<file path="src/rtl/hsv_hue_divider.sv">
// Hue back end: turns the decoder's dividend/delta/function tuple into a hue in degrees 0..359.
// The HSV_HUE_ROUND_EN macro rounds the quotient to nearest; undefined, it truncates.
module hsv_hue_divider (
    input  logic       i_clk,
    input  logic       i_rstn,
    input  logic [8:0] i_dividend,
    input  logic [8:0] i_delta,
    input  logic [1:0] i_function,
    input  logic [8:0] i_hsv_value,
    input  logic       i_valid,
    output logic       o_ready,
    output logic [8:0] o_hue,
    output logic [8:0] o_value,
    output logic       o_valid,
    output logic       o_overrun
);

    typedef enum logic [1:0] {StIdle, StDiv, StFin} state_e;

    state_e      state_q;
    logic        neg_q;
    logic [7:0]  base_q;
    logic [8:0]  value_q;
    logic [8:0]  divisor_q;
    logic [13:0] rem_q;
    logic [5:0]  quo_q;
    logic [2:0]  cnt_q;
    logic        ready_q;
    logic [8:0]  hue_q;
    logic [8:0]  out_value_q;
    logic        valid_q;
    logic        overrun_q;

    logic        accept;
    logic        chroma;
    logic [8:0]  abs_div;
    logic [13:0] rem_init;
    logic [2:0]  shamt;
    logic [13:0] shifted;
    logic        sub_ok;
    logic [5:0]  quo_clamped;
    logic [9:0]  hue_sum;
    logic [9:0]  hue_wrapped;
    logic [7:0]  base_sel;

    always_comb begin
        accept  = i_valid && ready_q;
        chroma  = (i_function != 2'd0) && (i_delta != 9'd0);
        // -256 maps to 256, which still fits the 9-bit unsigned magnitude.
        abs_div = i_dividend[8] ? (~i_dividend + 9'd1) : i_dividend;
`ifdef HSV_HUE_ROUND_EN
        rem_init = ({5'd0, abs_div} * 14'd60) + {6'd0, i_delta[8:1]};
`else
        rem_init = {5'd0, abs_div} * 14'd60;
`endif
        shamt   = 3'd5 - cnt_q;
        shifted = {5'd0, divisor_q} << shamt;
        sub_ok  = rem_q >= shifted;

        quo_clamped = (quo_q > 6'd60) ? 6'd60 : quo_q;
        hue_sum     = neg_q ? ({2'b00, base_q} - {4'b0000, quo_clamped})
                            : ({2'b00, base_q} + {4'b0000, quo_clamped});
        hue_wrapped = hue_sum[9] ? (hue_sum + 10'd360) : hue_sum;

        case (i_function)
            2'd2:    base_sel = 8'd120;
            2'd3:    base_sel = 8'd240;
            default: base_sel = 8'd0;
        endcase
    end

    always_ff @(posedge i_clk or negedge i_rstn) begin
        if (!i_rstn) begin
            state_q     <= StIdle;
            neg_q       <= 1'b0;
            base_q      <= 8'd0;
            value_q     <= 9'd0;
            divisor_q   <= 9'd0;
            rem_q       <= 14'd0;
            quo_q       <= 6'd0;
            cnt_q       <= 3'd0;
            ready_q     <= 1'b1;
            hue_q       <= 9'd0;
            out_value_q <= 9'd0;
            valid_q     <= 1'b0;
            overrun_q   <= 1'b0;
        end else begin
            valid_q   <= 1'b0;
            overrun_q <= i_valid && !ready_q;
            case (state_q)
                StIdle: begin
                    if (accept) begin
                        value_q <= i_hsv_value;
                        ready_q <= 1'b0;
                        quo_q   <= 6'd0;
                        cnt_q   <= 3'd0;
                        if (chroma) begin
                            neg_q     <= i_dividend[8];
                            base_q    <= base_sel;
                            divisor_q <= i_delta;
                            rem_q     <= rem_init;
                            state_q   <= StDiv;
                        end else begin
                            // Achromatic: hue is forced to 0 without running the divider.
                            neg_q     <= 1'b0;
                            base_q    <= 8'd0;
                            divisor_q <= 9'd0;
                            rem_q     <= 14'd0;
                            state_q   <= StFin;
                        end
                    end
                end
                StDiv: begin
                    if (sub_ok) begin
                        rem_q <= rem_q - shifted;
                    end
                    quo_q[shamt] <= sub_ok;
                    cnt_q        <= cnt_q + 3'd1;
                    if (cnt_q == 3'd5) begin
                        state_q <= StFin;
                    end
                end
                StFin: begin
                    valid_q     <= 1'b1;
                    hue_q       <= hue_wrapped[8:0];
                    out_value_q <= value_q;
                    ready_q     <= 1'b1;
                    state_q     <= StIdle;
                end
                default: begin
                    state_q <= StIdle;
                    ready_q <= 1'b1;
                end
            endcase
        end
    end

    assign o_ready   = ready_q;
    assign o_hue     = hue_q;
    assign o_value   = out_value_q;
    assign o_valid   = valid_q;
    assign o_overrun = overrun_q;

endmodule
</file>
<file path="config.mk">
export PLATFORM = sky130hd
export DESIGN_NAME = hsv_hue_divider
export DESIGN_NICKNAME = d
export VERILOG_FILES = /design/src/rtl/hsv_hue_divider.sv
export SDC_FILE = /design/constraint.sdc
export NUM_CORES = 1
export LEC_CHECK = 0
export ABC_AREA = 1
export BUFFER_PORTS_ARGS = -buffer_cell sky130_fd_sc_hd__buf_2
export CAP_MARGIN = 10
export CORE_UTILIZATION = 45
export CTS_CLUSTER_SIZE = 24
export DETAILED_ROUTE_END_ITERATION = 16
export PLACE_DENSITY = 0.68
export SYNTH_ARGS = -nofsm -noshare
export SYNTH_HDL_FRONTEND = slang
export SYNTH_SLANG_ARGS = --single-unit
export TNS_END_PERCENT = 20
</file>
<file path="constraint.sdc">
create_clock -name i_clk -period 2.98 [get_ports i_clk]
set_input_delay 0.447 -clock i_clk [delete_from_list [all_inputs] [get_ports i_clk]]
set_output_delay 0.447 -clock i_clk [all_outputs]
set_load 0.05 [all_outputs]
</file>
# Word-level counts from Yosys, hierarchy flattened
# Index checks and enable logic that the tools add are counted.
# classes
add_sub_neg	7
multipliers	1
n_lt_le_gt_ge	4
eq_ne	8
shift	1
muxes	26
n_bitwise	2
n_reduce_logical	14
# ops
cell	count
$mux 14	3
$pmux 14 s2	1
$mux 9	3
$pmux 8 s2	1
$ge 14x14->1	1
$shl 9x3->14	1
$sub 14x14->14	1
$mul 9x4->12 const B	1
$mux 6	2
$pmux 6 s2	1
$mux 10	1
$add 8x6->9	1
$add 9x1->9 const B	1
$add 9x9->9 const B	1
$not 9->9	1
$reduce_bool 9->1	1
$sub 8x6->9	1
$mux 8	1
$reduce_and 2->1	4
$bwmux 6	1
$eq 2x2->1 const B	3
$gt 6x6->1 const B	1
$mux 2	3
$ne 2x2->1 const B	3
other kinds (18)	25
# word_totals
register_bits	73
input_bits	32
output_inout_bits	21

# Longest topological paths before layout
# depth
depth_word	7
mapped_depth	22

# Least setup slack after synthesis
# No wires, ideal clock.
# synth_timing
path_kind	input -> register
startpoint	in i_dividend[0]
endpoint	reg rem_q[10]
setup_ns	0.117
t_arrival_ns	3.487
required_ns	2.863
setup_slack_ns	-0.624
path_stages	19
path_cell_list	inv_1 -> ha_1 -> nand2_1 -> o21ai_0 -> inv_1 -> fa_1 -> inv_1 -> fa_1 -> inv_1 -> fa_1 -> o21ai_0 -> nand2_1 -> nand2_1 -> a21oi_1 -> or2_2 -> nand3_1 -> nand2_1 -> nand2_1 -> nand2_1
# synth_via
elab_chain_len	7
# synth_rtl
item	line_no	rtl
from (decl)	6	input logic [8:0] i_dividend,
$not 9->9	50	abs_div = i_dividend[8] ? (~i_dividend + 9'd1) : i_dividend;
$add 9x1->9	50	
$mux 9 (*)	50	
$mul 9x4->12 (*)	54	rem_init = {5'd0, abs_div} * 14'd60;
$mux 14 (*)	97	if (chroma) begin
$mux 14 (*)	92	if (accept) begin
$pmux 14 s2 (*)	90	case (state_q)
to (signal assigned)	101	rem_q <= rem_init;
to (signal assigned)	115	rem_q <= rem_q - shifted;
to (decl)	25	logic [13:0] rem_q;
# Mark *: on every way between the ends. The rest lies on a longest branch, timed or not. The select of a mux whose other input is x is not followed.
# A chain may end at the register's enable or synchronous reset.

# Final worst setup path
# Same ends and word-level chain as after synthesis.

==> impl_metrics.csv <==
group,metric,value,unit
logic_synthesis,synth.yosys.seq_area_share,30.8,%
route,m1WireLength,6660,um
sta,hold_viol_final,0,
critical_path,crit_chain,"buf_12 -> inv_12 -> ha_4 -> inv_4 -> nand3b_1 -> nand2_2 -> inv_2 -> fa_1 -> inv_2 -> fa_1 -> inv_2 -> fa_2 -> o21ai_2 -> nand2_1 -> nand2_2 -> a21oi_2 -> or2_4 -> nand3_2 -> nand2_1 -> nand2_1 -> nand2_1",
sta,slew-limit-headroom,57.3,%
sta,tightest_slew,0.636,ns
cts,cts_hold_buf,0,
logic_synthesis,synth_xor_area_share,4.23,%
route,via_per_inst,5.25,
floorplan,die_x,113,um
logic_synthesis,synth_area_leaders,"dfrtp_1, nand2_1, ha_1, o21ai_0, inv_1",
critical_path,cp.required,3.21,ns
route,dr.pass1.iters,5,
logic_synthesis,synth-adder-area-share,13.8,%
route,dr_wl_met2,7430,um
logic_synthesis,synthesis.nets,857,
run_status,violations,"negative setup slack",
critical_path,end_kind,"flip-flop",
placement,place.port_buffers,52,
critical_path,critical_path_class,"in2reg",
logic_synthesis,synth_flop_cell,"dfrtp_1",
route,highest_layer,"met4",
layout,design_area,7230,um2
logic_synthesis,async_flop_share,100,%
layout,fin_util,60.2,%
logic_synthesis,synth_cells,770,
cts,cts_buffers,9,
logic_synthesis,avgSynthCellArea,7.18,um2
layout,area_growth,30.8,%
grt,first_global_vias,5087,
sta,finalCriticalPeriod,3.22,ns
critical_path,r2r_slack,0.13,ns
critical_path,crit_top_cell,"nand2_1",
route,drt-initial-drc-count,362,
grt,grt_max_degree,29,
route,drc,0,
route,antenna_left,0,
flow_run,maxCapViolCount,0,
cts,clkLatencyLatePin,0.33,ns
cts,ctsLongestPathBuffers,2,
placement,dp_hpwl,11000,um
floorplan,die_h,113,um
placement,detailedPlace.worstSlack,-0.727,ns
logic_synthesis,synthMuxAreaShare,0.362,%
sta,setup_violations,7,
logic_synthesis,synth_area,5530,um2
critical_path,crit_path_max_fanout,3,
grt,grt_antenna_before_repair,0,
grt,grt_usage,23.4,%
logic_synthesis,yosysTopAreaCell,"dfrtp_1",
layout,post_route_cells_drive_above_1_share,26.1,%
critical_path,slowest_stage,"fa_1",
route,routed_wl,14800,um
logic_synthesis,synth_top_area_share,30.3,%
sta,finalCritPeriodShare,108,%
layout,nets,978,
cts,ctsHtreeMaxLevel,3,
route,wl_met3,486,um
sta,layout_setup_ws,-0.239,ns
logic_synthesis,synthSimpleGateAreaFrac,28.4,%
layout,final_cell_mix,"nand2_1, inv_1, buf_4, dfrtp_1, o21ai_0",
sta,fin_tns_setup,-1.01,ns
layout,num_antenna_cells,0,
sta,drv_slew,0,
logic_synthesis,synth_compound_area_share,13.8,%
route,num_vias,5471,
logic_synthesis,synth.distinct_cells,48,
floorplan,die_area,12700,um2
cts,clk_pin_slew,0.06,ns
cts,cts_tree,"done",
placement,gp_congestion,0.903,
min_path,hold_class,"in2async",
critical_path,start_kind,"primary input",
sta,fmax,311,MHz
logic_synthesis,yosys_warnings,0,
cts,cts_sinks,68,
logic_synthesis,ys_seq_elements,68,
logic_synthesis,synth_edf_count,0,
floorplan,coreArea,12000,um2
sta,rsz0062_at_grt,"true",
grt,grt_first_pass_wirelength,23900,um
route,wl_per_cell,14.2,um
critical_path,cp_data_arrival_time,3.44,ns
critical_path,critical-path-max-stage-delay,0.57,ns
grt,grt-ovfl-total,0,
floorplan,ios,53,
placement,dpl_cell_area,6460,um2
layout,final_common_cell,"nand2_1",
logic_synthesis,synth_top_family_by_area,"simple AND/OR/NAND/NOR gates",
floorplan,rows,40,
cts,clockRootBuffer,"clkbuf_16",
sta,clock_skew,0.00752,ns
run_status,status,"finished with violations",
floorplan,start_util,46.0,%
kinds of logic after synthesis:
| group | after synthesis |
|---|---|
| AOI/OAI and AO/OA | 137 |
| xor gates and xnor gates | 25 |
| adders and majority gates | 55 |
| buffers and inverters | 121 |
| DFF | 68 |
| muxes | 2 |
| and+or+nand+nor | 362 |
per-stage QoR:
step / std cells / hold WS [ns]
floorplan: 770 / 0.151
detailed placement: 1012 / 0.441
finish: 1043 / 0.0698
global placement: 1012 / 0.427
global route: 1043 / 0.111
CTS: 1029 / 0.0817
path summary, 6_finish.rpt:
check                                from    endpoint  cells past startpoint
setup / recovery            i_dividend[0]   rem_q[10]                     21
hold reg to reg                  o_hue[7]    o_hue[7]                      2
min in group i_clk         i_hsv_value[1]  value_q[1]                      3
hold / removal                     i_rstn    rem_q[0]                      1
max in group asynchronous          i_rstn     o_ready                      2
setup reg to reg                 cnt_q[2]    rem_q[5]                     16
synth_stat cells, drive strengths merged (3+ instances only):
cell type,number
dfrtp,67
o21ai,79
nor4,3
nand3,63
nand2,229
o21bai,4
a21oi,33
fa,10
a21o,4
buf,4
nand3b,4
xnor2,4
inv,100
o22ai,6
nand4,7
clkbuf,15
xor2,21
nor3,5
ha,45
o31ai,3
nor2,42
or2,9
cell type report:
class | instances | area, um2
Multi-Input combinational cell | 581 | 3670
Timing Repair Buffer | 129 | 897
Sequential cell | 68 | 1700
Tap cell | 147 | 184
Clock inverter | 6 | 136
Inverter | 102 | 410
Clock buffer | 10 | 229
Fill cell | 1098 | 4780
sequential cells by signal, summed over array words and instances (netlist names), 3 cells and up:
signal and count:
value_q 9, quo_q 6, o_hue 9, base_q 3
o_value 9, cnt_q 3, divisor_q 9, rem_q 14
what timing repair did:
item	in CTS	in global routing
setup buffers	1	13
resized for setup	34	37
pin swaps	19	15
endpoints found under the setup margin	14	20
cloned	0	1
worst max-delay path, delay by kind of cell:
family | cells | cell delay (ns)
AO/OA/AOI/OAI | 2 | 0.23
buffers and inverters | 6 | 0.35
adder cells (fa/ha/maj) | 4 | 1.62
AND/OR/NAND/NOR | 9 | 0.78
per-layer routing:
layer / global-route usage, % / vias up
met5: 0 / -
met4: 6.76 / 0
met2: 40.9 / 129
li1: - / 2741
met1: 30.2 / 2586
met3: 3.21 / 15
Power is left out: the tool's default activity adds up to more than one toggle a clock period on the data nets, which glitch-free logic cannot reach.
